===== config.mk =====
export PLATFORM = sky130hd
export DESIGN_NAME = fifo_wr_arbiter_flat
export DESIGN_NICKNAME = d
export VERILOG_FILES = /design/src/rtl/fifo_wr_arbiter_if.sv /design/src/rtl/fifo_wr_arbiter.sv /design/src/flat_wrapper.sv
export SDC_FILE = /design/constraint.sdc
export NUM_CORES = 1
export LEC_CHECK = 0
export BUFFER_PORTS_ARGS = -buffer_cell sky130_fd_sc_hd__buf_2
export CAP_MARGIN = 5
export CORE_MARGIN = 2
export CORE_UTILIZATION = 30
export DETAILED_ROUTE_END_ITERATION = 8
export SLEW_MARGIN = 20
export SYNTH_ARGS = -nofsm -noshare
export SYNTH_HDL_FRONTEND = slang
export SYNTH_SLANG_ARGS = --single-unit

===== constraint.sdc =====
create_clock -name i_clk -period 1.87 [get_ports i_clk]
set_input_delay 0.0935 -clock i_clk [delete_from_list [all_inputs] [get_ports i_clk]]
set_output_delay 0.0935 -clock i_clk [all_outputs]
set_load 0.02 [all_outputs]

===== src/rtl/fifo_wr_arbiter_if.sv =====
// fifo_wr_arbiter_if: requester handshake bus plus FIFO write port shared by the arbiter
//   req_valid/req_data/req_last/req_ready : per-requester beat handshake
//   fifo_wr_en/fifo_wr_data/fifo_full     : FIFO write side
//   grant_id/busy                         : current owner status
//   slave modport = arbiter side, master modport = producers/FIFO side
interface fifo_wr_arbiter_if #(
    parameter int WIDTH = 4,
    parameter int N_REQ = 4
);
    localparam int GW = $clog2(N_REQ);
    logic [N_REQ-1:0]       req_valid;
    logic [N_REQ*WIDTH-1:0] req_data;
    logic [N_REQ-1:0]       req_last;
    logic [N_REQ-1:0]       req_ready;
    logic                   fifo_wr_en;
    logic [WIDTH-1:0]       fifo_wr_data;
    logic                   fifo_full;
    logic [GW-1:0]          grant_id;
    logic                   busy;
    modport slave (
        input  req_valid, req_data, req_last, fifo_full,
        output req_ready, fifo_wr_en, fifo_wr_data, grant_id, busy
    );
    modport master (
        output req_valid, req_data, req_last, fifo_full,
        input  req_ready, fifo_wr_en, fifo_wr_data, grant_id, busy
    );
endinterface


===== src/rtl/fifo_wr_arbiter.sv =====
// fifo_wr_arbiter: round-robin burst arbiter sharing one FIFO write port among N_REQ producers
//   i_clk   : clock, rising edge
//   i_rst_n : asynchronous active-low reset
//   bus     : slave side of fifo_wr_arbiter_if (requester handshakes, FIFO write port, grant status)
module fifo_wr_arbiter #(
    parameter int WIDTH     = 4,
    parameter int N_REQ     = 4,
    parameter int BURST_MAX = 4
) (
    input  logic                i_clk,
    input  logic                i_rst_n,
    fifo_wr_arbiter_if.slave    bus
);
    localparam int GW = $clog2(N_REQ);
    localparam int CW = $clog2(BURST_MAX + 1);

    typedef enum logic {IDLE, OWN} state_t;

    state_t        state_q, state_d;
    logic [GW-1:0] last_q, last_d, grant_q, grant_d, winner, idx;
    logic [CW-1:0] cnt_q, cnt_d;
    logic          found, busy, own_valid, own_last, beat, at_max, rel;

    // Search starts just after the previous winner, so it is lowest priority next time.
    always_comb begin
        winner = '0;
        found  = 1'b0;
        idx    = '0;
        for (int i = 1; i <= N_REQ; i++) begin
            idx = GW'((int'(last_q) + i) % N_REQ);
            if (!found && bus.req_valid[idx]) begin
                winner = idx;
                found  = 1'b1;
            end
        end
    end

    assign busy      = state_q == OWN;
    assign own_valid = bus.req_valid[grant_q];
    assign own_last  = bus.req_last[grant_q];
    assign beat      = busy && own_valid && !bus.fifo_full;
    assign at_max    = cnt_q == CW'(BURST_MAX - 1);
    // An idle owner only forfeits the grant when the FIFO could have taken its beat.
    assign rel       = busy && (beat ? (own_last || at_max) : (!own_valid && !bus.fifo_full));

    always_comb begin
        state_d = busy ? (rel ? IDLE : OWN) : (found ? OWN : IDLE);
        grant_d = (!busy && found) ? winner : grant_q;
        last_d  = rel ? grant_q : last_q;
        cnt_d   = busy ? cnt_q + CW'(beat) : '0;
    end

    always_ff @(posedge i_clk or negedge i_rst_n) begin
        if (!i_rst_n) begin
            state_q <= IDLE;
            last_q  <= GW'(N_REQ - 1);
            grant_q <= '0;
            cnt_q   <= '0;
        end else begin
            state_q <= state_d;
            last_q  <= last_d;
            grant_q <= grant_d;
            cnt_q   <= cnt_d;
        end
    end

    assign bus.busy         = busy;
    assign bus.grant_id     = grant_q;
    assign bus.req_ready    = (busy && !bus.fifo_full) ? N_REQ'(1) << grant_q : '0;
    assign bus.fifo_wr_en   = beat;
    assign bus.fifo_wr_data = busy ? bus.req_data[grant_q*WIDTH +: WIDTH] : '0;
endmodule


===== src/flat_wrapper.sv =====
// flat-port wrapper written by rule: the top's interface ports become plain ports
module fifo_wr_arbiter_flat 
#(
    parameter int WIDTH     = 4,
    parameter int N_REQ     = 4,
    parameter int BURST_MAX = 4
)
  (i_clk, i_rst_n, bus_req_valid, bus_req_data, bus_req_last, bus_fifo_full, bus_req_ready, bus_fifo_wr_en, bus_fifo_wr_data, bus_grant_id, bus_busy);
  fifo_wr_arbiter_if #(.WIDTH(WIDTH), .N_REQ(N_REQ)) bus_i ();
  input  logic i_clk;
  input  logic i_rst_n;
  input wire logic [$bits(bus_i.req_valid)-1:0] bus_req_valid;
  input wire logic [$bits(bus_i.req_data)-1:0] bus_req_data;
  input wire logic [$bits(bus_i.req_last)-1:0] bus_req_last;
  input wire logic [$bits(bus_i.fifo_full)-1:0] bus_fifo_full;
  output wire logic [$bits(bus_i.req_ready)-1:0] bus_req_ready;
  output wire logic [$bits(bus_i.fifo_wr_en)-1:0] bus_fifo_wr_en;
  output wire logic [$bits(bus_i.fifo_wr_data)-1:0] bus_fifo_wr_data;
  output wire logic [$bits(bus_i.grant_id)-1:0] bus_grant_id;
  output wire logic [$bits(bus_i.busy)-1:0] bus_busy;
  assign bus_i.req_valid = bus_req_valid;
  assign bus_i.req_data = bus_req_data;
  assign bus_i.req_last = bus_req_last;
  assign bus_i.fifo_full = bus_fifo_full;
  assign bus_req_ready = bus_i.req_ready;
  assign bus_fifo_wr_en = bus_i.fifo_wr_en;
  assign bus_fifo_wr_data = bus_i.fifo_wr_data;
  assign bus_grant_id = bus_i.grant_id;
  assign bus_busy = bus_i.busy;
  fifo_wr_arbiter #(.WIDTH(WIDTH), .N_REQ(N_REQ), .BURST_MAX(BURST_MAX)) u_core (.i_clk(i_clk), .i_rst_n(i_rst_n), .bus(bus_i));
endmodule

* After elaboration in Yosys (flattened, before gate mapping)
Index checks and enable logic that the tools add are counted.
** Storage, ports and cells
- Register bits :: 8
- Input port bits :: 27
- Output and inout port bits :: 12
** Operators by class
- $add $sub $neg :: 5
- Magnitude comparators :: 5
- Equal/unequal tests :: 1
- Shift operators :: 2
- Multiplexer cells :: 27
- Reductions and logical operators :: 16
** Operator list (number)
- indexed part select 16 x 5 -> 4 bit :: 1
- < comparator 2 x 3 -> 1 bit (second input constant) :: 5
- two-way mux 1 bit :: 14
- binary-select mux 1 bit (select 2 bit) :: 6
- logical AND 1 bit :: 9
- two-way mux 2 bit :: 4
- two-way mux 4 bit :: 2
- zero test 1 bit :: 6
- adder 2 x 1 -> 2 bit (second input constant) :: 2
- adder 2 bit (second input constant) :: 2
- << shifter 1 x 2 -> 4 bit (first input constant) :: 1
- adder 3 x 1 -> 3 bit :: 1
- equality test 3 x 2 -> 1 bit (second input constant) :: 1
- two-way mux 3 bit :: 1
- logical OR 1 bit :: 1

* Logic depth before layout (Yosys ltp)
Gate-level depths: netlist (run 1).
- Word-level depth :: 15
- Gate-level depth with buffers :: 7
- Depth with buffers taken out :: 6

* Least setup slack after synthesis (run 1)
OpenSTA, ideal clock, no wires.
- Path type :: reg2reg
- Start point :: register u_core.grant_q[0] (netlist: u_core.bus.grant_id[0])
- End point :: register u_core.cnt_q[1]
- Arrival time :: 1.935 ns
- Data required time :: 1.751 ns
- Setup slack :: -0.184 ns
- Stages on the path, launching flop included :: 7
- Period minus slack after synthesis :: 2.054 ns
- Cells stage by stage :: dfrtp_1 -> buf_2 -> mux4_2 -> nor2b_1 -> ha_1 -> ha_1 -> and2_1
** Between the ends
- Longest elaborated chain between the ends :: 6
** RTL lines
- start, declared :: RTL line fifo_wr_arbiter.sv:20 : logic [GW-1:0] last_q, last_d, grant_q, grant_d, winner, idx;
- start signal, assigned :: RTL line fifo_wr_arbiter.sv:62 : grant_q <= grant_d;
- binary-select mux 1 bit (select 2 bit) :: RTL line fifo_wr_arbiter.sv:39 : assign own_valid = bus.req_valid[grant_q];
- two-way mux 1 bit (not written as such) :: RTL line fifo_wr_arbiter.sv:39
- logical AND 1 bit (2 in a row) :: RTL line fifo_wr_arbiter.sv:41 : assign beat = busy && own_valid && !bus.fifo_full;
- net bus_fifo_wr_en :: RTL line flat_wrapper.sv:17 : output wire logic [$bits(bus_i.fifo_wr_en)-1:0] bus_fifo_wr_en;
- adder 3 x 1 -> 3 bit :: RTL line fifo_wr_arbiter.sv:50 : cnt_d = busy ? cnt_q + CW'(beat) : '0;
- two-way mux 3 bit :: RTL line fifo_wr_arbiter.sv:50
- net u_core.cnt_d[1] :: RTL line fifo_wr_arbiter.sv:21 : logic [CW-1:0] cnt_q, cnt_d;
- end signal, assigned :: RTL line fifo_wr_arbiter.sv:63 : cnt_q <= cnt_d;
- end, declared :: RTL line fifo_wr_arbiter.sv:21
The timed path passes the listed nets, and every way through them passes these cells. The select of a mux whose other input is x is not followed.
A chain may end at the register's enable or synchronous reset.

* Worst setup path in the final report (run 1)
- Start point :: register u_core.grant_q[1] (netlist: u_core.bus.grant_id[1])
- End point :: register u_core.cnt_q[1]
** Between the ends
- Longest elaborated chain between the ends :: 6
** RTL lines (RTL line)
- binary-select mux 1 bit (select 2 bit) :: fifo_wr_arbiter.sv:39
- two-way mux 1 bit (not written as such) :: fifo_wr_arbiter.sv:39
- logical AND 1 bit (2 in a row) :: fifo_wr_arbiter.sv:41
- adder 3 x 1 -> 3 bit :: fifo_wr_arbiter.sv:50
- two-way mux 3 bit :: fifo_wr_arbiter.sv:50
- net u_core.cnt_d[1] :: fifo_wr_arbiter.sv:21
The timed path passes the listed nets, and every way through them passes these cells. The select of a mux whose other input is x is not followed.

==> results.yml, run 1 <==
finish:
  final_common_cell: "buf_2"
  nets: 132
  final_cell_area_sq_um: 918
  area_growth_pct: 45.6
  final_cell_mix: "38 x buf_2, 6 x and2_1, 5 x mux4_2"
  final.fill_count: 198
  antenna_cells: 0
  final_util_pct: 46.3
  drive_above_1_share_pct: 54.9
worst_setup_path:
  rr_worst_depth: 5
  reg2reg_from: "u_core.bus.grant_id[1]$_DFFE_PN0P_"
  cp_common_cell: "ha_1"
  path_depth: 5
  cp_cell_sequence: "mux4_2 -> nor2b_2 -> ha_1 -> ha_1 -> and2_1"
  path_max_fanout: 2
  timing_worst_setup_path_type: "reg -> reg"
  critPathMaxStageDelay_ps: 480
  crit_path_start_kind: "register"
  critPathTopFamily: "multiplexers"
  path_buf_inv: 0
  crit_arrival_ps: 1880
  reg2reg_to: "u_core.cnt_q[1]$_DFF_PN0_"
  cp-end-kind: "register"
  crit_start: "u_core.bus.grant_id[1]$_DFFE_PN0P_"
  crit_required_ps: 2010
  crit_path_top_delay_cell: "mux4_2"
  regToRegSetupSlack_ps: 140
synth:
  yosysWarningCount: 0
  muxShareOfSynthArea_pct: 23.0
  syn_nets: 88
  synth-compound-area-share_pct: 14.3
  synth-simple-area-share_pct: 20.8
  synth-seq-cells: 8
  synth_flop_cell: "dfrtp_1"
  yosys.area.top_type: "dfrtp_1"
  synth-edff-count: 0
  synth_top_area_share_pct: 23.8
  async_flop_share_pct: 100
  syn_area_sq_um: 631
  syn_avg_cell_area_sq_um: 10.7
  synth-xor-area-share_pct: 1.39
  synth_top_family_by_area: "multiplexers"
  synth.distinct_cells: 30
  synthCells: 59
  synth.area.top_cells: "dfrtp_1 24%, mux4_2 18%, dfstp_2 8.3%"
  synth_fa_ha_area_share_pct: 3.97
  ys_seq_area_share_pct: 32.1
sta:
  tightest_slew_ps: 436
  final_hold_viol_count: 0
  relSlewSlack_pct: 70.7
  maxSlewViolCount: 0
  setup_slack_ps: 136
  setup_violations: 0
  fmax_mhz: 577
  setup-tns-final_ps: 0
  fin_crit_ps: 1730
  min_period_over_period_pct: 92.7
  rsz0062_at_grt: "no"
  fin_skew_ps: 5.71
cts:
  htreeDepth: 1
  clock-sinks: 8
  cts_hold_buf: 1
  numCtsBuffers: 3
  cts_buffer_depth: 2
  clk_pin_slew_ps: 60
  cts_setup_buffers: 0
  root_buffer: "clkbuf_4"
  clock_latency_ps: 250
  cts_tree: "yes"
  cts_resized: 0
drt:
  wl_per_cell_um: 12.6
  drt_pass1_iterations: 4
  vias: 639
  wl_um: 1630
  vias_per_cell: 4.95
  drc: 0
  initialDrtViolationCount: 13
  ant_nets: 0
power:
  powerDensity_nw_per_um2: 1460
  ir_drop_mv: 0.574
  leakage_nw: 0.444
placement:
  dp_hpwl_um: 1310
  place.port_buffers: 38
  gp_congestion: 0.701
  pre_cts_slack_ps: 135
  placed_area_sq_um: 882
floorplan:
  core_area_sq_um: 1980
  die_w_um: 49.8
  fp.dieH_um: 49.8
  rows: 16
  ios: 39
  die_area_sq_um: 2480
  start_util_pct: 31.8
hold_path:
  hp-class: "in -> async"
run_status:
  status: "completed"
global_routing:
  grt_pass1_vias: 525
  antenna_found_initial: 0
  grt_max_degree: 16
  grt_overflow: 0
  grt_use_total_pct: 13.4
  grt_pass1_wl_um: 2460
flow_run:
  maxCapViolations: 0
flip-flops by register name (all words and copies together), names as in the netlist:
name / cells
u_core.cnt_q: 3
u_core.bus.grant_id: 2
u_core.last_q: 2
u_core.bus.busy: 1
area by class of cell:
type | instances | area [sq um] | area share, %
clock buffers | 4 | 26.3 | 2.86
inverters | 4 | 15.0 | 1.63
repair buffers | 42 | 235 | 25.6
flip-flops and latches | 8 | 205 | 22.3
well taps | 27 | 33.8 | 3.68
multi-input cells | 44 | 403 | 43.9
cell usage after synthesis, drive strengths merged (2+ instances only):
cell    n
and2    6
dfrtp   6
mux4    5
inv     4
nor2    4
a31oi   3
nand3b  3
nor3b   3
a21oi   2
clkbuf  2
dfstp   2
ha      2
mux2    2
worst max path at each step:
stage | to | slack (ps)
final | u_core.cnt_q[1]$_DFF_PN0_ | 140
after global routing | u_core.cnt_q[1]$_DFF_PN0_ | 90
after CTS | u_core.cnt_q[1]$_DFF_PN0_ | 130
after detailed placement | u_core.cnt_q[1]$_DFF_PN0_ | 130
after global placement | u_core.cnt_q[1]$_DFF_PN0_ | 170
after floorplan | u_core.cnt_q[1]$_DFF_PN0_ | 10
worst reg2reg max path, delay by kind of cell (launching register included):
| family | cells | cell delay (ps) |
|---|---|---|
| mux | 1 | 480 |
| simple gates | 2 | 330 |
| fa+ha+maj | 2 | 460 |
| flops | 1 | 360 |
report_power, final:
| part | switching, mW | internal [mW] |
|---|---|---|
| Sequential | 0.0714 | 0.271 |
| Clock | 0.0566 | 0.0815 |
| Combinational | 0.439 | 0.417 |
layer usage:
| metal | track usage [%] | share of wire, % | vias to the layer above |
|---|---|---|---|
| met1 | 17.5 | 47 | 292 |
| li1 | - | - | 314 |
| met2 | 20.4 | 44 | 31 |
| met3 | 4.24 | 7.7 | 2 |
| met4 | 5.56 | 0.61 | 0 |
| met5 | 0 | 0 | - |
metrics by stage:
step	instances	hold WS, ps	power (mW)
after floorplan	59	-202	0.927
after global placement	124	-58.2	1.20
after CTS	129	182	1.36
final	129	197	1.34
after detailed placement	124	-53.1	1.21
after global routing	129	210	1.45
cell families after synthesis:
kind of cell | after synthesis
AOI/OAI and AO/OA | 12
xor gates and xnor gates | 1
adders and majority gates | 2
buffers and inverters | 7
DFF | 8
muxes | 8
and+or+nand+nor | 21
Power figures use the tool's default switching activity.
==> run 2: changes to the inputs <==
--- a/config.mk
+++ b/config.mk
@@ -9,6 +9,7 @@
 export CAP_MARGIN = 5
 export CORE_MARGIN = 2
 export CORE_UTILIZATION = 30
+export CTS_BUF_LIST = sky130_fd_sc_hd__clkbuf_16
 export DETAILED_ROUTE_END_ITERATION = 8
 export SLEW_MARGIN = 20
 export SYNTH_ARGS = -nofsm -noshare
==> run 2 against run 1 <==
Sequential share of layout area shrank 1.2 points. Worst setup slack worse by 5.4 ps. Fmax down 0.31%. Non-clock buffer count is the same. Via count shrank 0.63%. Register-to-register slack about the same. Cell count unchanged. Power increased by 17%. Sequential cell count did not move. Global-route usage increased by 0.26 points. Clock-buffer cell count is 1 lower. Combinational power about the same. Highest routed layer unchanged.
==> results.yml, run 2 (synthesized netlist as in run 1, its figures left out) <==
run_status:
  status: "completed"
worst_setup_path:
  crit_arrival_ps: 1860
  crit_path_start_kind: "register"
  crit_required_ps: 1990
  path_max_fanout: 2
  timing_worst_setup_path_type: "reg -> reg"
  cp-end-kind: "register"
  regToRegSetupSlack_ps: 130
drt:
  ant_nets: 0
  vias_per_cell: 4.92
  vias: 635
  wl_per_cell_um: 12.7
  wl_um: 1640
  initialDrtViolationCount: 8
  drc: 0
  drt_pass1_iterations: 4
sta:
  min_period_over_period_pct: 93.0
  setup-tns-final_ps: 0
  fin_skew_ps: 2.74
  maxSlewViolCount: 0
  fin_crit_ps: 1740
  tightest_slew_ps: 444
  fmax_mhz: 575
  setup_violations: 0
  setup_slack_ps: 130
  fin_hold_ws_ps: 210
  final_hold_viol_count: 0
  relSlewSlack_pct: 70.1
  rsz0062_at_grt: "no"
global_routing:
  grt_use_total_pct: 13.7
  grt_max_degree: 16
  antenna_found_initial: 0
  grt_pass1_vias: 538
  grt_overflow: 0
  grt_pass1_wl_um: 2470
finish:
  final_util_pct: 49.0
  largest_reg_flops: 3
  drive_above_1_share_pct: 54.9
  regMostFlops: "u_core.cnt_q"
  antenna_cells: 0
  final_common_cell: "buf_2"
  area_growth_pct: 54.0
  final_cell_mix: "38 x buf_2, 6 x and2_1, 5 x mux4_2"
  final.fill_count: 190
  nets: 132
floorplan:
  die_w_um: 49.8
  start_util_pct: 31.8
  ios: 39
  fp.dieH_um: 49.8
  die_area_sq_um: 2480
  core_area_sq_um: 1980
  rows: 16
placement:
  gp_congestion: 0.701
  pre_cts_slack_ps: 135
  dp_hpwl_um: 1310
  place.port_buffers: 38
cts:
  numCtsBuffers: 3
  root_buffer: "clkbuf_16"
  htreeDepth: 1
  clock-sinks: 8
  cts_setup_buffers: 0
  cts_tree: "yes"
  clk_pin_slew_ps: 40
  cts_resized: 0
  clock_latency_ps: 230
  cts_buffer_depth: 2
hold_path:
  hp-class: "in -> reg"
power:
  powerDensity_nw_per_um2: 1610
  power_mw: 1.56
  leakage_nw: 0.471
  ir_drop_mv: 0.790
flow_run:
  maxCapViolations: 0
==> run 2: changes by cell type in the layout (fill, tap and decap cells not counted) <==
cell       before  now
clkbuf_4        3    0
clkbuf_16       0    3
clkbuf_1        1    0
inv_1           3    4
==> run 2: final cells by class <==
| type | count | area (sq um) | area share (%) |
|---|---|---|---|
| Multi-Input combinational cell | 44 | 403 | 41.5 |
| Timing Repair Buffer | 42 | 235 | 24.2 |
| Sequential cell | 8 | 205 | 21.1 |
| Clock buffer | 3 | 75.1 | 7.73 |
| Tap cell | 27 | 33.8 | 3.48 |
| Inverter | 4 | 15.0 | 1.55 |
| Clock inverter | 1 | 3.75 | 0.387 |
==> run 2: per-stage QoR <==
step	instances	area (sq um)
3_5_place_dp	124	882
6_report	129	971
5_1_grt	129	971
4_1_cts	129	971
2_1_floorplan	59	638
3_3_place_gp	124	882
==> run 2: power by group <==
group / switching (mW) / leakage (nW) / internal [mW]
Combinational: 0.440 / 0.336 / 0.417
Clock: 0.0820 / 0.0423 / 0.278
Sequential: 0.0716 / 0.0928 / 0.272
==> run 2: final timing paths <==
kind	start	to	cells after the start
min in group asynchronous	i_rst_n	u_core.cnt_q[0]$_DFF_PN0_	2
setup / recovery	u_core.bus.grant_id[1]$_DFFE_PN0P_	u_core.cnt_q[1]$_DFF_PN0_	5
max in group asynchronous	i_rst_n	u_core.last_q[0]$_DFFE_PN1P_	2
hold reg to reg	u_core.cnt_q[2]$_DFF_PN0_	u_core.cnt_q[2]$_DFF_PN0_	2
hold / removal	bus_req_valid[2]	u_core.bus.grant_id[1]$_DFFE_PN0P_	3
setup reg to reg	u_core.bus.grant_id[1]$_DFFE_PN0P_	u_core.cnt_q[1]$_DFF_PN0_	5
==> run 2: worst max-delay path, stage by stage (launching register included) <==
cell and delay [ps]:
dfrtp_2 360, mux4_2 480, nor2b_2 170, ha_1 200, ha_1 260, and2_1 160
==> run 2: timing repair <==
action	CTS	global route
endpoints found under the setup margin	0	0
hold buffers	1	0
endpoints found under the hold margin	8	0
==> run 2: routing by layer <==
| metal | vias to the layer above | GRT usage [%] | share of wire [%] |
|---|---|---|---|
| met5 | - | 0 | 0 |
| met4 | 0 | 6.94 | 1.3 |
| met3 | 2 | 4.24 | 8.9 |
| met2 | 34 | 21.3 | 45 |
| met1 | 289 | 16.9 | 45 |
| li1 | 310 | - | - |
==> run 3: changes to the inputs <==
--- a/config.mk
+++ b/config.mk
@@ -6,11 +6,13 @@
 export NUM_CORES = 1
 export LEC_CHECK = 0
 export BUFFER_PORTS_ARGS = -buffer_cell sky130_fd_sc_hd__buf_2
-export CAP_MARGIN = 5
+export CELL_PAD_IN_SITES_DETAIL_PLACEMENT = 0
+export CELL_PAD_IN_SITES_GLOBAL_PLACEMENT = 1
 export CORE_MARGIN = 2
-export CORE_UTILIZATION = 30
+export CORE_UTILIZATION = 27
 export CTS_BUF_LIST = sky130_fd_sc_hd__clkbuf_16
 export DETAILED_ROUTE_END_ITERATION = 8
+export PLACE_DENSITY_LB_ADDON = 0.1
 export SLEW_MARGIN = 20
 export SYNTH_ARGS = -nofsm -noshare
 export SYNTH_HDL_FRONTEND = slang
==> run 3 against run 2 <==
Critical path depth down 1. Power down 1.5%. Largest cell class unchanged. Via count down 1.7%. Sequential cell count unchanged. Largest power group unchanged. Critical endpoint is now bus_fifo_wr_data[1]. Sequential power about the same. Clock power up 2%.
==> results.yml, run 3 (synthesized netlist as in run 1, its figures left out) <==
power:
  powerDensity_nw_per_um2: 1600
  leakage_nw: 0.466
  ir_drop_mv: 0.711
floorplan:
  core_area_sq_um: 2210
  fp.dieH_um: 52.3
  die_w_um: 52.3
  ios: 39
  die_area_sq_um: 2740
  start_util_pct: 28.5
  rows: 17
drt:
  initialDrtViolationCount: 3
  wl_um: 1630
  drc: 0
  wl_per_cell_um: 12.5
  vias: 624
  ant_nets: 0
  drt_pass1_iterations: 3
  vias_per_cell: 4.80
finish:
  final_cell_mix: "38 x buf_2, 6 x and2_1, 5 x mux4_2"
  largest_reg_flops: 3
  regMostFlops: "u_core.cnt_q"
  area_growth_pct: 52.2
  layout.cells.non_filler: 130
  multi_input_area_sq_um: 403
  final.fill_count: 232
  drive_above_1_share_pct: 54.9
  final_common_cell: "buf_2"
  seq_area_sq_um: 205
  nets: 132
  antenna_cells: 0
sta:
  min_period_over_period_pct: 93.3
  setup_violations: 0
  fmax_mhz: 573
  relSlewSlack_pct: 67.9
  fin_skew_ps: 4.98
  final_hold_viol_count: 0
  setup-tns-final_ps: 0
  fin_crit_ps: 1740
  maxSlewViolCount: 0
  rsz0062_at_grt: "no"
  tightest_slew_ps: 476
worst_setup_path:
  crit_arrival_ps: 1650
  critPathTopFamily: "multiplexers"
  path_buf_inv: 2
  cp-end-kind: "output port"
  critPathMaxStageDelay_ps: 510
  regToRegSetupSlack_ps: 140
  crit_required_ps: 1780
  cp_cell_sequence: "buf_4 -> mux4_2 -> and2_1 -> buf_2"
  crit_path_top_delay_cell: "mux4_2"
  crit_path_start_kind: "register"
  path_max_fanout: 13
  timing_worst_setup_path_type: "reg -> out"
global_routing:
  grt_use_total_pct: 14.4
  grt_overflow: 0
  grt_max_degree: 14
  grt_pass1_wl_um: 2850
  antenna_found_initial: 0
  grt_pass1_vias: 658
placement:
  place.port_buffers: 38
  gp_congestion: 0.723
  dp_cells: 125
  dp_hpwl_um: 1310
cts:
  cts_hold_buf: 1
  root_buffer: "clkbuf_16"
  clk_pin_slew_ps: 30
  cts_buffer_depth: 2
  numCtsBuffers: 3
  cts_tree: "yes"
  htreeDepth: 1
  cts_resized: 0
  clock-sinks: 8
  clock_latency_ps: 240
  cts_setup_buffers: 0
run_status:
  status: "completed"
hold_path:
  hp-class: "in -> reg"
flow_run:
  maxCapViolations: 0
-- run 3: worst paths after layout --
kind | end | depth (start not counted) | from
hold / removal | u_core.bus.grant_id[1]$_DFFE_PN0P_ | 3 | bus_req_valid[2]
setup reg to reg | u_core.cnt_q[1]$_DFF_PN0_ | 5 | u_core.bus.grant_id[1]$_DFFE_PN0P_
max in group asynchronous | u_core.last_q[1]$_DFFE_PN1P_ | 2 | i_rst_n
min in group asynchronous | u_core.bus.busy$_DFF_PN0_ | 2 | i_rst_n
setup / recovery | bus_fifo_wr_data[1] | 4 | u_core.bus.grant_id[0]$_DFFE_PN0P_
hold reg to reg | u_core.cnt_q[2]$_DFF_PN0_ | 2 | u_core.cnt_q[2]$_DFF_PN0_
-- run 3: area by class of cell --
| class | instances | area share [%] |
|---|---|---|
| Tap cell | 28 | 3.65 |
| Inverter | 4 | 1.56 |
| Clock inverter | 1 | 0.391 |
| Clock buffer | 3 | 7.82 |
| Sequential cell | 8 | 21.4 |
| Timing Repair Buffer | 42 | 23.2 |
| Multi-Input combinational cell | 44 | 42.0 |
-- run 3: worst reg2reg max path: stages (launching register included) --
cell	delay [ps]
dfrtp_2	360
mux4_2	490
nor2b_2	170
ha_1	200
ha_1	260
and2_1	150
-- run 3: per-layer routing --
metal / vias up / GRT usage (%) / routed length [um]
li1: 311 / - / -
met4: 0 / 7.69 / 33
met5: - / 0 / 0
met2: 17 / 24.0 / 755
met3: 5 / 2.86 / 79
met1: 291 / 17.2 / 762
-- run 3: metrics by stage --
| step | utilization, % | cell area, sq um | hold slack (ps) | setup WS (ps) | total power, mW |
|---|---|---|---|---|---|
| 2_1_floorplan | - | 638 | -202 | 12.6 | 0.927 |
| 3_5_place_dp | 39.4 | 871 | -57.9 | 123 | 1.18 |
| 3_3_place_gp | 39.4 | 871 | -54.9 | 148 | 1.18 |
| 5_1_grt | 43.4 | 960 | 211 | 45.2 | 1.67 |
| 6_report | 43.4 | 960 | 189 | 125 | 1.54 |
| 4_1_cts | 43.4 | 960 | 196 | 115 | 1.56 |
-- run 3: power by group --
part           switching, mW  internal [mW]
logic                  0.440          0.390
registers             0.0696          0.272
clock network         0.0869          0.279
total                  0.597          0.940
